[src/rtl/sakebi_ethernet_frame_tx_if.sv]
// Byte-wide AXI-Stream bundle used on both sides of the Ethernet frame
// transmitter. The master drives data/valid/last, the slave drives ready.
interface sakebi_ethernet_frame_tx_if #(
  parameter int DATA_WIDTH = 8
) ();

  logic                  TVALID;
  logic                  TREADY;
  logic [DATA_WIDTH-1:0] TDATA;
  logic                  TLAST;

  modport master (
    output TVALID,
    output TDATA,
    output TLAST,
    input  TREADY
  );

  modport slave (
    input  TVALID,
    input  TDATA,
    input  TLAST,
    output TREADY
  );

endinterface : sakebi_ethernet_frame_tx_if

[src/rtl/sakebi_ethernet_frame_tx.sv]
// Ethernet II frame transmitter.
// Serialises dst MAC, src MAC and EtherType (low byte of each field first),
// forwards the byte-wide payload and optionally zero-pads the payload up to
// MIN_PAYLOAD bytes. A single output register carries TDATA/TLAST/TVALID and
// advances whenever it is empty or the downstream accepts the current byte.
// FCS is not generated here.
module sakebi_ethernet_frame_tx #(
  parameter int DATA_WIDTH      = 8,
  parameter int MAC_ADDR_WIDTH  = DATA_WIDTH * 6,
  parameter int ETHERTYPE_WIDTH = DATA_WIDTH * 2,
  parameter int MIN_PAYLOAD     = 46,
  parameter bit PAD_EN          = 1'b1
) (
  input  logic                       i_axis_ACLK,
  input  logic                       i_axis_ARESET,
  sakebi_ethernet_frame_tx_if.slave  s_axis,
  sakebi_ethernet_frame_tx_if.master m_axis,
  input  logic [MAC_ADDR_WIDTH-1:0]  i_dst_mac_addr,
  input  logic [MAC_ADDR_WIDTH-1:0]  i_src_mac_addr,
  input  logic [ETHERTYPE_WIDTH-1:0] i_ethertype,
  input  logic                       i_specify_mac_en,
  input  logic [MAC_ADDR_WIDTH-1:0]  i_mac_addr,
  output logic                       o_busy
);

  // Payload counter only needs to reach MIN_PAYLOAD; it saturates there.
  localparam int                CNT_W        = $clog2(MIN_PAYLOAD + 1);
  localparam logic [CNT_W-1:0]  MIN_CNT      = CNT_W'(MIN_PAYLOAD);
  localparam logic [CNT_W-1:0]  CNT_ONE      = {{(CNT_W-1){1'b0}}, 1'b1};
  localparam logic [CNT_W-1:0]  CNT_ZERO     = {CNT_W{1'b0}};
  localparam logic [2:0]        LAST_MAC_IDX = 3'd5;

  // Each state names the field the next loaded output byte comes from.
  typedef enum logic [2:0] {
    ST_IDLE    = 3'd0,
    ST_DST     = 3'd1,
    ST_SRC     = 3'd2,
    ST_TYPE    = 3'd3,
    ST_PAYLOAD = 3'd4,
    ST_PAD     = 3'd5
  } state_t;

  state_t                      state_r, state_s;
  logic [2:0]                  idx_r, idx_s;
  logic [CNT_W-1:0]            cnt_r, cnt_s;
  logic [MAC_ADDR_WIDTH-1:0]   dst_r, dst_s;
  logic [MAC_ADDR_WIDTH-1:0]   src_r, src_s;
  logic [ETHERTYPE_WIDTH-1:0]  type_r, type_s;
  logic [DATA_WIDTH-1:0]       tdata_r, tdata_s;
  logic                        tlast_r, tlast_s;
  logic                        tvalid_r, tvalid_s;
  logic                        busy_r, busy_s;
  logic                        tready_s;
  logic                        load_s;
  logic [CNT_W-1:0]            cnt_inc_s;
  logic                        cnt_full_s;
  logic [MAC_ADDR_WIDTH-1:0]   src_sel_s;

  // Byte idx of a MAC address, byte 0 being bits [DATA_WIDTH-1:0].
  function automatic logic [DATA_WIDTH-1:0] mac_byte(
    input logic [MAC_ADDR_WIDTH-1:0] addr,
    input logic [2:0]                idx
  );
    mac_byte = addr[int'(idx) * DATA_WIDTH +: DATA_WIDTH];
  endfunction

  // Byte idx (0 or 1) of the EtherType, low byte first.
  function automatic logic [DATA_WIDTH-1:0] type_byte(
    input logic [ETHERTYPE_WIDTH-1:0] etype,
    input logic                       idx
  );
    type_byte = etype[int'(idx) * DATA_WIDTH +: DATA_WIDTH];
  endfunction

  // The output register may take a new byte when empty or being drained.
  assign load_s     = !tvalid_r || m_axis.TREADY;
  assign cnt_inc_s  = (cnt_r >= MIN_CNT) ? MIN_CNT : (cnt_r + CNT_ONE);
  assign cnt_full_s = (cnt_inc_s >= MIN_CNT);
  assign src_sel_s  = i_specify_mac_en ? i_mac_addr : i_src_mac_addr;

  // Next-state, header sequencing, output-register load and input handshake
  always_comb begin
    state_s  = state_r;
    idx_s    = idx_r;
    cnt_s    = cnt_r;
    dst_s    = dst_r;
    src_s    = src_r;
    type_s   = type_r;
    tdata_s  = tdata_r;
    tlast_s  = tlast_r;
    tready_s = 1'b0;
    // The TLAST byte leaving clears busy; a same-edge restart sets it again below.
    busy_s   = busy_r & ~(tvalid_r & tlast_r & m_axis.TREADY);
    if (load_s) begin
      tvalid_s = 1'b0;
    end else begin
      tvalid_s = tvalid_r;
    end

    case (state_r)
      ST_IDLE: begin
        if (s_axis.TVALID && load_s) begin
          dst_s    = i_dst_mac_addr;
          src_s    = src_sel_s;
          type_s   = i_ethertype;
          tdata_s  = mac_byte(i_dst_mac_addr, 3'd0);
          tlast_s  = 1'b0;
          tvalid_s = 1'b1;
          idx_s    = 3'd1;
          cnt_s    = CNT_ZERO;
          busy_s   = 1'b1;
          state_s  = ST_DST;
        end else begin
          state_s  = ST_IDLE;
        end
      end

      ST_DST: begin
        if (load_s) begin
          tdata_s  = mac_byte(dst_r, idx_r);
          tlast_s  = 1'b0;
          tvalid_s = 1'b1;
          if (idx_r == LAST_MAC_IDX) begin
            idx_s   = 3'd0;
            state_s = ST_SRC;
          end else begin
            idx_s   = idx_r + 3'd1;
          end
        end else begin
          state_s = ST_DST;
        end
      end

      ST_SRC: begin
        if (load_s) begin
          tdata_s  = mac_byte(src_r, idx_r);
          tlast_s  = 1'b0;
          tvalid_s = 1'b1;
          if (idx_r == LAST_MAC_IDX) begin
            idx_s   = 3'd0;
            state_s = ST_TYPE;
          end else begin
            idx_s   = idx_r + 3'd1;
          end
        end else begin
          state_s = ST_SRC;
        end
      end

      ST_TYPE: begin
        if (load_s) begin
          tdata_s  = type_byte(type_r, idx_r[0]);
          tlast_s  = 1'b0;
          tvalid_s = 1'b1;
          if (idx_r[0]) begin
            idx_s   = 3'd0;
            state_s = ST_PAYLOAD;
          end else begin
            idx_s   = 3'd1;
          end
        end else begin
          state_s = ST_TYPE;
        end
      end

      ST_PAYLOAD: begin
        // Input bytes pass straight into the output register, so ready
        // simply mirrors whether that register can take one.
        tready_s = load_s;
        if (s_axis.TVALID && load_s) begin
          tdata_s  = s_axis.TDATA;
          tvalid_s = 1'b1;
          cnt_s    = cnt_inc_s;
          if (s_axis.TLAST) begin
            if ((PAD_EN == 1'b0) || cnt_full_s) begin
              tlast_s = 1'b1;
              state_s = ST_IDLE;
            end else begin
              tlast_s = 1'b0;
              state_s = ST_PAD;
            end
          end else begin
            tlast_s = 1'b0;
          end
        end else begin
          state_s = ST_PAYLOAD;
        end
      end

      ST_PAD: begin
        if (load_s) begin
          tdata_s  = {DATA_WIDTH{1'b0}};
          tvalid_s = 1'b1;
          cnt_s    = cnt_inc_s;
          if (cnt_full_s) begin
            tlast_s = 1'b1;
            state_s = ST_IDLE;
          end else begin
            tlast_s = 1'b0;
          end
        end else begin
          state_s = ST_PAD;
        end
      end

      default: begin
        state_s  = ST_IDLE;
        tvalid_s = 1'b0;
        tlast_s  = 1'b0;
        busy_s   = 1'b0;
      end
    endcase
  end

  // State, latched header, counters and the single output register
  always_ff @(posedge i_axis_ACLK) begin
    if (i_axis_ARESET) begin
      state_r  <= ST_IDLE;
      idx_r    <= 3'd0;
      cnt_r    <= CNT_ZERO;
      dst_r    <= {MAC_ADDR_WIDTH{1'b0}};
      src_r    <= {MAC_ADDR_WIDTH{1'b0}};
      type_r   <= {ETHERTYPE_WIDTH{1'b0}};
      tdata_r  <= {DATA_WIDTH{1'b0}};
      tlast_r  <= 1'b0;
      tvalid_r <= 1'b0;
      busy_r   <= 1'b0;
    end else begin
      state_r  <= state_s;
      idx_r    <= idx_s;
      cnt_r    <= cnt_s;
      dst_r    <= dst_s;
      src_r    <= src_s;
      type_r   <= type_s;
      tdata_r  <= tdata_s;
      tlast_r  <= tlast_s;
      tvalid_r <= tvalid_s;
      busy_r   <= busy_s;
    end
  end

  assign m_axis.TVALID = tvalid_r;
  assign m_axis.TDATA  = tdata_r;
  assign m_axis.TLAST  = tlast_r;
  assign s_axis.TREADY = tready_s;
  assign o_busy        = busy_r;

endmodule : sakebi_ethernet_frame_tx

[src/flat_wrapper.sv]
// flat-port wrapper written by rule: the top's interface ports become plain ports
module sakebi_ethernet_frame_tx_flat 
#(
  parameter int DATA_WIDTH      = 8,
  parameter int MAC_ADDR_WIDTH  = DATA_WIDTH * 6,
  parameter int ETHERTYPE_WIDTH = DATA_WIDTH * 2,
  parameter int MIN_PAYLOAD     = 46,
  parameter bit PAD_EN          = 1'b1
)
  (i_axis_ACLK, i_axis_ARESET, i_dst_mac_addr, i_src_mac_addr, i_ethertype, i_specify_mac_en, i_mac_addr, o_busy, s_axis_TVALID, s_axis_TDATA, s_axis_TLAST, s_axis_TREADY, m_axis_TVALID, m_axis_TDATA, m_axis_TLAST, m_axis_TREADY);
  sakebi_ethernet_frame_tx_if #(.DATA_WIDTH(DATA_WIDTH)) s_axis_i ();
  sakebi_ethernet_frame_tx_if #(.DATA_WIDTH(DATA_WIDTH)) m_axis_i ();
  input  logic i_axis_ACLK;
  input  logic i_axis_ARESET;
  input  logic [MAC_ADDR_WIDTH-1:0] i_dst_mac_addr;
  input  logic [MAC_ADDR_WIDTH-1:0] i_src_mac_addr;
  input  logic [ETHERTYPE_WIDTH-1:0] i_ethertype;
  input  logic i_specify_mac_en;
  input  logic [MAC_ADDR_WIDTH-1:0] i_mac_addr;
  output logic o_busy;
  input wire logic [$bits(s_axis_i.TVALID)-1:0] s_axis_TVALID;
  input wire logic [$bits(s_axis_i.TDATA)-1:0] s_axis_TDATA;
  input wire logic [$bits(s_axis_i.TLAST)-1:0] s_axis_TLAST;
  output wire logic [$bits(s_axis_i.TREADY)-1:0] s_axis_TREADY;
  output wire logic [$bits(m_axis_i.TVALID)-1:0] m_axis_TVALID;
  output wire logic [$bits(m_axis_i.TDATA)-1:0] m_axis_TDATA;
  output wire logic [$bits(m_axis_i.TLAST)-1:0] m_axis_TLAST;
  input wire logic [$bits(m_axis_i.TREADY)-1:0] m_axis_TREADY;
  assign s_axis_i.TVALID = s_axis_TVALID;
  assign s_axis_i.TDATA = s_axis_TDATA;
  assign s_axis_i.TLAST = s_axis_TLAST;
  assign s_axis_TREADY = s_axis_i.TREADY;
  assign m_axis_TVALID = m_axis_i.TVALID;
  assign m_axis_TDATA = m_axis_i.TDATA;
  assign m_axis_TLAST = m_axis_i.TLAST;
  assign m_axis_i.TREADY = m_axis_TREADY;
  sakebi_ethernet_frame_tx #(.DATA_WIDTH(DATA_WIDTH), .MAC_ADDR_WIDTH(MAC_ADDR_WIDTH), .ETHERTYPE_WIDTH(ETHERTYPE_WIDTH), .MIN_PAYLOAD(MIN_PAYLOAD), .PAD_EN(PAD_EN)) u_core (.i_axis_ACLK(i_axis_ACLK), .i_axis_ARESET(i_axis_ARESET), .s_axis(s_axis_i), .m_axis(m_axis_i), .i_dst_mac_addr(i_dst_mac_addr), .i_src_mac_addr(i_src_mac_addr), .i_ethertype(i_ethertype), .i_specify_mac_en(i_specify_mac_en), .i_mac_addr(i_mac_addr), .o_busy(o_busy));
endmodule
[config.mk]
export PLATFORM = sky130hd
export DESIGN_NAME = sakebi_ethernet_frame_tx_flat
export DESIGN_NICKNAME = d
export VERILOG_FILES = /design/src/rtl/sakebi_ethernet_frame_tx_if.sv /design/src/rtl/sakebi_ethernet_frame_tx.sv /design/src/flat_wrapper.sv
export SDC_FILE = /design/constraint.sdc
export NUM_CORES = 1
export LEC_CHECK = 0
export CAP_MARGIN = 5
export CORE_ASPECT_RATIO = 0.75
export CORE_MARGIN = 2
export CORE_UTILIZATION = 57
export CTS_CLUSTER_DIAMETER = 120
export DETAILED_ROUTE_END_ITERATION = 8
export DONT_BUFFER_PORTS = 1
export HOLD_SLACK_MARGIN = 0.02
export PLACE_DENSITY_LB_ADDON = 0.08
export RECOVER_POWER = 100
export SYNTH_ARGS = -nofsm -noshare
export SYNTH_HDL_FRONTEND = slang
export SYNTH_SLANG_ARGS = --single-unit
[constraint.sdc]
create_clock -name i_axis_ACLK -period 1.95 [get_ports i_axis_ACLK]
set_input_delay 0.0975 -clock i_axis_ACLK [delete_from_list [all_inputs] [get_ports i_axis_ACLK]]
set_output_delay 0.0975 -clock i_axis_ACLK [all_outputs]
set_load 0.01 [all_outputs]
* Word level (Yosys, flattened, before mapping)
Index checks and enable logic that the tools add are counted.
Widths: inputs -> output; s select.
** Operators by class
- Add/sub/neg operators :: 2
- Multipliers :: 0
- Divide/modulo/power cells :: 0
- Magnitude comparators :: 2
- Equal/unequal tests :: 19
- Shift-type cells :: 3
- Muxes and demuxes :: 46
- Bitwise logic cells :: 4
- Reduce and logical (&&, ||, !) cells :: 18
** Operators by type and width (number)
- $shiftx 48x7->8 :: 2
- $mux 48 :: 1
- $mux 8 :: 6
- $pmux 8 s6 :: 1
- $mux 3 :: 15
- $mux 6 :: 4
- $pmux 3 s6 :: 1
- $pmux 6 s3 :: 1
- $ne 2x1->1 const B :: 8
- $shiftx 16x5->8 :: 1
- $mux 1 :: 13
- $ge 6x6->1 const B :: 2
- $ne 3x3->1 const B :: 4
- $reduce_and 4->1 :: 3
- $eq 3x3->1 const B :: 3
- $pmux 3 s3 :: 1
- $reduce_and 7->1 :: 1
- $add 6x1->6 const B :: 1
- $eq 3x2->1 const B :: 2
- $reduce_bool 3->1 :: 2
- $reduce_bool 6->1 :: 1
- $reduce_and 5->1 :: 1
- $reduce_or 5->1 :: 1
- $pmux 1 s2 :: 2
- other kinds (14) :: 17
** Storage, ports and cells
- Register bits after elaboration :: 135
- Latch bits :: 0
- Memory bits (writable) :: 0
- Bits in read-only memories :: 0
- Output and inout bits :: 12
- Memories :: 0

* Depth between registers and ports, before layout
Gate-level depths: netlist of the first run.
- Depth after elaboration :: 7
- Mapped depth :: 8
- Mapped depth without buffers :: 7

* Worst setup path after synthesis of the first run
No wires, ideal clock.
- Path type :: reg2reg
- Start :: reg u_core.cnt_r[0]
- End :: reg u_core.tlast_r, in the netlist u_core.m_axis.TLAST
- Setup time :: 67 ps
- Arrival time :: 1985 ps
- Setup slack :: -103 ps
- Cell stages (with the launch flop) :: 8
- Period minus slack after synthesis :: 2053 ps
- Cells stage by stage :: dfxtp_1 inv_1 ha_1 a31o_1 a222oi_1 o211ai_1 a2111o_1 a21oi_2
** On the way
- Cells in the longest elaborated chain, start to end :: 7
- Elaborated cells on any way between the ends :: 9
** Ends and longest elaborated chain
- start, declared :: RTL line sakebi_ethernet_frame_tx.sv:45 : logic [CNT_W-1:0] cnt_r, cnt_s;
- start signal, assigned :: RTL line sakebi_ethernet_frame_tx.sv:231 : cnt_r <= cnt_s;
- $add 6x1->6 or $ge 6x6->1 (tied branches) :: RTL line sakebi_ethernet_frame_tx.sv:77 : assign cnt_inc_s = (cnt_r >= MIN_CNT) ? MIN_CNT : (cnt_r + CNT_ONE);
- $mux 6 (*) :: RTL line sakebi_ethernet_frame_tx.sv:77
- $ge 6x6->1 (*) :: RTL line sakebi_ethernet_frame_tx.sv:78 : assign cnt_full_s = (cnt_inc_s >= MIN_CNT);
- $mux 1 (*) :: RTL line sakebi_ethernet_frame_tx.sv:175, sakebi_ethernet_frame_tx.sv:195
- $mux 1 :: RTL line sakebi_ethernet_frame_tx.sv:174 : if (s_axis.TLAST) begin
- $mux 1 :: RTL line sakebi_ethernet_frame_tx.sv:170 : if (s_axis.TVALID && load_s) begin
- $pmux 1 s4 (*) :: RTL line sakebi_ethernet_frame_tx.sv:100 : case (state_r)
- end signal, assigned :: RTL line sakebi_ethernet_frame_tx.sv:236 : tlast_r <= tlast_s;
- end, declared :: RTL line sakebi_ethernet_frame_tx.sv:50 : logic tlast_r, tlast_s;
Mark *: on every way between the ends. The rest lies on a longest branch, timed or not. The select of a mux whose other input is x is not followed.
A chain may end at the register's enable or synchronous reset.

* Worst setup path after layout of the first run
Same ends and word-level chain as after synthesis.

==> flow_summary.toml, run 1 <==
[run_status]
status = "finished, violations left"
violations = "negative hold slack, negative setup slack"

[pwr]
ir_drop_v = 0.000770
power.density_nw_per_um2 = 1410
p_leak_nw = 2.82
total_power_mw = 10.8

[floorplanning]
die_w_um = 129
initial_core_util_pct = 58.3
fp.dieArea_um2 = 12700
row_count = 34
ios = 186
die_h_um = 98.1
core_region_area_um2 = 11500

[cells_and_area]
layout-drive-gt1-share_pct = 15.6
final_cell_mix = "145 x nand2_1, 130 x dfxtp_1, 82 x a21oi_1"
fin_nets = 931
syn_to_final_growth_pct = 14.2
layout_commonest_cell = "nand2_1"
diodes = 0

[worst_setup_path]
crit_type = "reg2reg"
worstRegToRegCells = 7
max_stage_delay_ps = 440
cpMaxStageDelayCell = "a2111o_1"
crit_chain = "inv_2 -> ha_4 -> a31o_1 -> a222oi_1 -> o211ai_1 -> a2111o_1 -> a21oi_2"
cp_num_buf_inv = 1
start_kind = "flip-flop"
cp.arrival_ps = 2350
critical_path.top_delay_family = "compound AO/OA/AOI/OAI gates"
path_depth = 7
crit_required_ps = 2300
cp_max_fo = 3
end_kind = "flip-flop"

[cts]
clk_pin_slew_ps = 60
cts_tree = "done"
h-tree-depth = 4
clk_latency_ps = 420
numCtsBuffers = 17
cts-root-buf = "clkbuf_16"
cts_sinks = 135
clk_path_buf_depth = 2

[routing]
postRouteAntennaNets = 0
drt_iter0_drc = 536
firstDrtPassIters = 5
postRouteWirelength_mm = 18.0
dr_total_vias = 5805
drc = 0
via_per_inst = 6.26
wire_per_inst_um = 19.4

[min_path]
hold_path_depth = 1
hold_class = "in2reg"

[sta]
min_period_ps = 2000
finalHoldViolCount = 132
fin_setup_tns_ps = -116
setup_slack_ps = -52.0
worst_pin_slew_ps = 522
drv_slew = 0
slew_headroom_pct = 65.0
setup_violations = 4
finClkSkew_ps = 8.85
max_clock_freq_mhz = 499
holdWs_ps = -251
period_share_pct = 103
rsz0062_at_grt = "yes"

[global_route]
antenna_found_initial = 0
grt_usage_pct = 28.1
grt_pass1_wl_mm = 27.7
grt_overflow = 0
grt_max_degree = 138
grt_pass1_vias = 5232

[placed_design]
dp_hpwl_mm = 12.4
gp_congestion = 0.951
place_ws_ps = -150
portBuffers = 0

[logic_synthesis]
synth.distinct_cells = 56
syn_nets = 936
synth-edff-count = 0
syn-cell-area_um2 = 6720
syn_avg_cell_area_um2 = 8.85
synth_seq_cells = 135
synth_warnings = 0
synthArstFlopShare_pct = 0
yosysSeqAreaShare_pct = 40.2
synth_flop_cell = "dfxtp_1"
syn_inst = 760

[job]
drv_cap = 0
## registers in the layout, summed over array words and instances (netlist names)
signal,flops
u_core.dst_r,48
u_core.m_axis.TDATA,8
u_core.state_r,3
u_core.src_r,48
u_core.cnt_r,6
u_core.o_busy,1
u_core.type_r,16
u_core.m_axis.TVALID,1
u_core.m_axis.TLAST,1
u_core.idx_r,3
## cells in the mapped netlist, types with 2 or more instances
cell | instances | area (µm²)
a2111o_1 | 2 | 22.5
clkbuf_1 | 33 | 124
a211oi_1 | 50 | 375
mux2_2 | 4 | 45.0
a21oi_1 | 84 | 420
nand3b_1 | 3 | 22.5
o21ai_0 | 13 | 65.1
a21boi_0 | 5 | 37.5
and3_1 | 2 | 12.5
nor2_1 | 62 | 233
inv_1 | 8 | 30.0
nand3_1 | 8 | 40.0
buf_4 | 15 | 113
buf_6 | 4 | 45.0
nor3_1 | 11 | 55.1
o211ai_1 | 5 | 37.5
mux2i_1 | 56 | 561
a2bb2oi_1 | 5 | 43.8
a21o_1 | 2 | 15.0
dfxtp_1 | 135 | 2700
buf_2 | 16 | 80.1
a221o_1 | 6 | 60.1
ha_1 | 2 | 25.0
a221oi_1 | 2 | 17.5
mux4_1 | 3 | 78.8
nand2_1 | 145 | 544
nor2b_1 | 5 | 31.3
or3_1 | 2 | 12.5
mux4_2 | 21 | 473
nand4_1 | 7 | 43.8
a22oi_1 | 13 | 97.6
nand2b_1 | 4 | 25.0
a31oi_1 | 4 | 25.0
## metal layers
metal  share of wire (%)  track usage [%]  wire length, µm
met2                  44             41.1             7980
met1                  44             40.8             7840
met4                 2.3             9.35              404
met5                   0                0                0
met3                 9.7             7.07             1740
## through the flow
| step | cells | hold slack, ps | util [%] | cell area (µm²) |
|---|---|---|---|---|
| 2_1_floorplan | 760 | 233 | - | 6740 |
| 3_3_place_gp | 883 | 176 | 59.5 | 6860 |
| 3_5_place_dp | 883 | 180 | 59.5 | 6860 |
| 4_1_cts | 919 | -256 | 65.2 | 7510 |
| 5_1_grt | 927 | -266 | 66.6 | 7680 |
| 6_report | 927 | -251 | 66.6 | 7680 |
## cell families (layout without fill, tap and decap cells)
group / Yosys count / count (layout) / share of synthesized area, %
XOR/XNOR: 1 / 1 / 0.130
AO/OA/AOI/OAI: 205 / 205 / 19.9
adder cells (fa/ha/maj): 2 / 2 / 0.372
flip-flops: 135 / 135 / 40.2
multiplexers: 84 / 84 / 17.2
AND/OR/NAND/NOR: 257 / 257 / 16.4
buffers and inverters: 76 / 81 / 5.82
## power breakdown
| part | leakage, nW | switching, mW | internal (mW) | total, mW |
|---|---|---|---|---|
| combinational | 1.43 | 2.14 | 1.68 | 3.81 |
| clock | 0.278 | 1.21 | 1.94 | 3.15 |
| sequential | 1.11 | 0.468 | 3.40 | 3.87 |
| total | 2.82 | 3.82 | 7.02 | 10.8 |
## final timing paths
check | start | endpoint | slack [ps]
min reg2reg | u_core.dst_r[46] | u_core.dst_r[46] | 450
max reg2reg | u_core.cnt_r[0] | u_core.m_axis.TLAST | -50
max | u_core.cnt_r[0] | u_core.m_axis.TLAST | -50
min | i_axis_ARESET | u_core.dst_r[1] | -250
## final cells by class
class,count,area [µm²]
clock buffers,19,453
clock inverters,10,120
fillers,913,3850
inverters,8,30.0
multi-input cells,549,3700
flip-flops and latches,135,2710
well taps,162,203
repair buffers,44,462
## repair_timing
| action | CTS | global route |
|---|---|---|
| resized for setup | 3 | 27 |
| gates cloned | 0 | 1 |
| pin swaps | 2 | 8 |
| buffers inserted | 2 | 8 |
| hold buffers | 5 | 1 |
| hold endpoints to repair | 135 | 133 |
| setup endpoints to repair | 6 | 32 |
Note: power is estimated with default switching activity, not from simulation.
==> run 2: changes to the inputs <==
--- a/config.mk
+++ b/config.mk
@@ -7,7 +7,6 @@
 export LEC_CHECK = 0
 export CAP_MARGIN = 5
 export CORE_ASPECT_RATIO = 0.75
-export CORE_MARGIN = 2
 export CORE_UTILIZATION = 57
 export CTS_CLUSTER_DIAMETER = 120
 export DETAILED_ROUTE_END_ITERATION = 8
==> run 2 against run 1 <==
The run ends with negative hold slack left; final area up 0.77%; global-route usage up 2.4 points; hold slack worse by 7.8 ps; non-clock buffer count unchanged; maximum frequency up 3.6%; clock skew up 1.2 ps; die area down 3.6%; sequential cell count unchanged; critical path type unchanged.
==> flow_summary.toml, run 2 (synthesis gave the netlist of run 1 again) <==
[floorplanning]
core_region_area_um2 = 11200
fp.dieArea_um2 = 12200
die_w_um = 127
ios = 186
initial_core_util_pct = 60.1
die_h_um = 96.1
row_count = 33

[min_path]
hold_class = "in2reg"

[sta]
finalHoldViolCount = 133
holdWs_ps = -259
drv_slew = 0
finClkSkew_ps = 10.0
worst_pin_slew_ps = 625
period_share_pct = 99.1
max_clock_freq_mhz = 517
slew_headroom_pct = 58.2
rsz0062_at_grt = "yes"
setup_violations = 0
min_period_ps = 1930

[cts]
h-tree-depth = 4
clk_path_buf_depth = 2
cts-root-buf = "clkbuf_16"
cts_sinks = 135
numCtsBuffers = 17
clk_pin_slew_ps = 60
cts_tree = "done"
clk_latency_ps = 430

[cells_and_area]
top_regs = "u_core.dst_r: 48 flops, u_core.src_r: 48 flops, u_core.type_r: 16 flops"
fill_cells = 892
layout-drive-gt1-share_pct = 14.8
diodes = 0
layoutNonFillerInstCount = 925
final_cell_mix = "145 x nand2_1, 131 x dfxtp_1, 82 x a21oi_1"
syn_to_final_growth_pct = 15.1
multi_input_area_um2 = 3670
fin_nets = 931
stdcell_area_um2 = 7740
register_area_um2 = 2710
layout_commonest_cell = "nand2_1"

[global_route]
grt_usage_pct = 30.5
antenna_found_initial = 0
grt_max_degree = 138
grt_pass1_vias = 5439
grt_pass1_wl_mm = 28.2
grt_overflow = 0

[worst_setup_path]
crit_type = "reg2reg"
end_kind = "flip-flop"
cp.arrival_ps = 2300
crit_required_ps = 2310
start_kind = "flip-flop"
cp_max_fo = 3

[placed_design]
placed_cells_incl_taps = 884
portBuffers = 0
placed_cell_area_um2 = 6950
dp_hpwl_mm = 12.6
gp_congestion = 0.899

[pwr]
p_int_mw = 7.41
ir_drop_v = 0.000830
p_clk_share_pct = 31.8
p_leak_nw = 2.86
p_comb_share_pct = 33.7
power.density_nw_per_um2 = 1450
switching_share_pct = 33.9
power_switching_mw = 3.81
seqPwrFrac_pct = 34.5

[routing]
postRouteWirelength_mm = 18.0
dr_total_vias = 5727
postRouteAntennaNets = 0
via_per_inst = 6.19
drt_iter0_drc = 432
drc = 0
wire_per_inst_um = 19.4
firstDrtPassIters = 5

[run_status]
status = "finished, violations left"
violations = "negative hold slack"

[job]
drv_cap = 0
run 2: changes by cell type in the layout (fill, tap and decap cells not counted), sizes merged:
cell / change
inv: -1
buf: +3
clkbuf: -4
clkinv: +2
bufinv: +3
run 2: routing by layer:
metal | global-route usage (%) | part of all wire [%] | up-vias
li1 | - | - | 2749
met1 | 38.9 | 44 | 2718
met2 | 48.4 | 46 | 230
met3 | 11.7 | 9.1 | 30
met4 | 8.93 | 1.6 | 0
met5 | 0 | 0 | -
run 2: path summary, 6_finish.rpt:
check | startpoint | end | slack [ps] | cells past startpoint
max reg2reg | u_core.cnt_r[0] | u_core.m_axis.TLAST | 20 | 7
max | u_core.cnt_r[0] | u_core.m_axis.TLAST | 20 | 7
min reg2reg | u_core.type_r[8] | u_core.type_r[8] | 450 | 2
min | i_axis_ARESET | u_core.type_r[14] | -260 | 1
run 2: critical path: stages (launching register included):
cell	delay (ps)
dfxtp_2	350
inv_2	50
ha_4	220
a31o_1	180
a222oi_1	370
o211ai_1	180
a2111o_1	400
a21oi_2	110
run 2: layout make-up:
| class | instances | area share [%] |
|---|---|---|
| flip-flops and latches | 135 | 35.0 |
| repair buffers | 44 | 6.11 |
| clock buffers | 18 | 5.68 |
| clock inverters | 14 | 2.83 |
| well taps | 157 | 2.54 |
| inverters | 8 | 0.388 |
| multi-input cells | 549 | 47.4 |
run 2: timing repair:
action / CTS / global route
pin swaps: 3 / 1
setup endpoints to repair: 3 / 19
gates resized for setup: 3 / 12
hold buffers: 5 / 1
hold endpoints to repair: 135 / 133
setup buffers: 0 / 3
run 2: power by group through the flow:
stage               logic [mW]  registers (mW)  clock network [mW]
CTS                       3.68            3.85                3.59
global route              4.14            3.94                3.74
finish                    3.78            3.86                3.57
floorplan                 2.86            3.71                   0
detailed placement        3.62            3.90                   0
global placement          3.53            3.87                   0
run 2: stage by stage:
stage / util [%] / setup WS (ps) / power, mW / setup TNS [ps]
after detailed placement: 62.1 / -31.6 / 7.51 / -33.0
after global routing: 69.1 / -103 / 11.8 / -130
after floorplan: - / -24.2 / 6.57 / -24.2
after global placement: 62.1 / 22.5 / 7.39 / 0
after CTS: 68.6 / -5.22 / 11.1 / -5.22
final: 69.1 / 16.8 / 11.2 / 0
==> run 3: changes to the inputs <==
--- a/config.mk
+++ b/config.mk
@@ -5,9 +5,10 @@
 export SDC_FILE = /design/constraint.sdc
 export NUM_CORES = 1
 export LEC_CHECK = 0
+export ABC_AREA = 1
 export CAP_MARGIN = 5
 export CORE_ASPECT_RATIO = 0.75
-export CORE_UTILIZATION = 57
+export CORE_UTILIZATION = 58
 export CTS_CLUSTER_DIAMETER = 120
 export DETAILED_ROUTE_END_ITERATION = 8
 export DONT_BUFFER_PORTS = 1
==> run 3 against run 2 <==
The run now ends clean; cell count grew 54%; via count grew 37%; critical path type unchanged; register-to-register slack gained 90 ps.
==> flow_summary.toml, run 3 <==
[logic_synthesis]
synth_xor_area_share_pct = 0.125
yosysSeqAreaShare_pct = 38.7
synth_top_area_share_pct = 38.7
yosys.area_share.adder_pct = 0.358
synth_top_family_by_area = "simple AND/OR/NAND/NOR gates"
synth.distinct_cells = 30
synth_area_leaders = "dfxtp_1 39%, nand2_1 13%, a21oi_1 12%"
synth_seq_cells = 135
syn-cell-area_um2 = 6980
synthTopCellsByCount = "237 x nand2_1, 167 x a21oi_1, 149 x nor2_1"
synth-edff-count = 0
synth_most_common_cell = "nand2_1"
syn_nets = 1276
synth-compound-area-share_pct = 22.5
synth_flop_cell = "dfxtp_1"
syn_avg_cell_area_um2 = 6.35
synthMuxAreaShare_pct = 0
synthArstFlopShare_pct = 0
synth_warnings = 0
yosys.area.top_type = "dfxtp_1"
synthSimpleGateAreaFrac_pct = 26.5
syn_inst = 1100

[cells_and_area]
final_cell_mix = "236 x nand2_1, 171 x dlygate4sd3_1, 167 x a21oi_1"
layout_commonest_cell = "nand2_1"
diodes = 0
syn_to_final_growth_pct = 35.8
layout-drive-gt1-share_pct = 6.34
fin_nets = 1424
top_regs = "u_core.dst_r: 48 flops, u_core.src_r: 48 flops, u_core.type_r: 16 flops"
fill_cells = 806

[sta]
max_clock_freq_mhz = 543
setup_violations = 0
slew_headroom_pct = 47.9
finalHoldViolCount = 0
min_period_ps = 1840
worst_pin_slew_ps = 780
setup_slack_ps = 110
drv_slew = 0
finClkSkew_ps = 7.45
period_share_pct = 94.4

[floorplanning]
die_h_um = 97.0
die_w_um = 129
initial_core_util_pct = 59.9
ios = 186
row_count = 34
core_region_area_um2 = 11700
fp.dieArea_um2 = 12500

[global_route]
grt_max_degree = 88
grt_pass1_vias = 7374
antenna_found_initial = 0
grt_overflow = 0
grt_pass1_wl_mm = 35.0
grt_usage_pct = 35.8

[routing]
wire_per_inst_um = 15.9
via_per_inst = 5.51
firstDrtPassIters = 6
postRouteWirelength_mm = 22.6
postRouteAntennaNets = 0
drt_iter0_drc = 777
drc = 0
dr_total_vias = 7842

[cts]
cts_tree = "done"
cts_sinks = 135
h-tree-depth = 4
cts-root-buf = "clkbuf_16"
clk_latency_ps = 430
clk_pin_slew_ps = 60
numCtsBuffers = 17
clk_path_buf_depth = 2

[worst_setup_path]
cp_max_fo = 29
startpoint = "u_core.state_r[0]"
crit_required_ps = 2310
end_kind = "flip-flop"
reg2reg_setup_slack_ps = 110
crit_type = "reg2reg"
reg2reg_from = "u_core.state_r[0]"
start_kind = "flip-flop"
cp.arrival_ps = 2200

[pwr]
power.density_nw_per_um2 = 1330
p_leak_nw = 4.20
total_power_mw = 12.6
ir_drop_v = 0.000894

[min_path]
hold_class = "in2reg"
hp-start = "i_src_mac_addr[41]"

[placed_design]
place_ws_ps = 138
dp_hpwl_mm = 12.5
portBuffers = 0
gp_congestion = 0.872

[run_status]
status = "complete, no violations"

[job]
drv_cap = 0
[run 3: worst paths after layout]
path / to / cells past startpoint
worst max-delay path: u_core.src_r[26] / 9
worst min-delay path: u_core.src_r[41] / 4
worst max register to register: u_core.src_r[26] / 9
worst min register to register: u_core.dst_r[36] / 2
[run 3: area by class of cell]
class                   count  area, µm²  share of cell area, %
well taps                 162        203                   2.14
clock buffers              19        443                   4.67
inverters                 127        478                   5.04
clock inverters            13        123                   1.29
repair buffers            201       2070                   21.8
multi-input cells         766       3470                   36.6
flip-flops and latches    135       2700                   28.5
[run 3: kinds of logic after synthesis]
kind of cell | Yosys count
simple gates | 458
compound gates | 305
buf+inv | 199
flops | 135
fa+ha+maj | 2
xor+xnor | 1
[run 3: power breakdown]
group	total, mW	internal (mW)	switching (mW)
logic	5.30	1.96	3.34
registers	4.18	3.63	0.548
clock network	3.10	1.80	1.30
total	12.6	7.39	5.19
[run 3: per-layer routing]
metal	vias to the layer above	global-route usage, %	routed length (µm)
li1	3832	-	-
met1	3552	45.6	9700
met2	391	59.5	10600
met3	67	6.31	1640
met4	0	14.7	696
met5	-	0	0
[run 3: per-stage QoR]
stage | hold slack [ps] | setup TNS [ps] | std cells | utilization [%] | area, µm²
after detailed placement | 170 | 0 | 1211 | 60.9 | 7090
after CTS | 29.7 | 0 | 1414 | 80.5 | 9390
after global routing | 74.9 | -0.782 | 1423 | 81.4 | 9490
after global placement | 169 | 0 | 1211 | 60.9 | 7090
after floorplan | 232 | 0 | 1100 | - | 6980
final | 36.7 | 0 | 1423 | 81.4 | 9490
[run 3: critical path, cell delays in order, from the launching register on]
cell,delay (ps)
dfxtp_1,350
inv_2,130
nand2_4,90
nor2_4,150
inv_1,100
nor2_4,140
buf_12,180
clkbuf_4,370
o21ai_0,120
a21oi_1,120
[run 3: what timing repair did]
item,CTS,global route
setup endpoints to repair,0,46
hold buffers,171,1
hold endpoints to repair,132,1
setup buffers,0,5
resized for setup,0,8
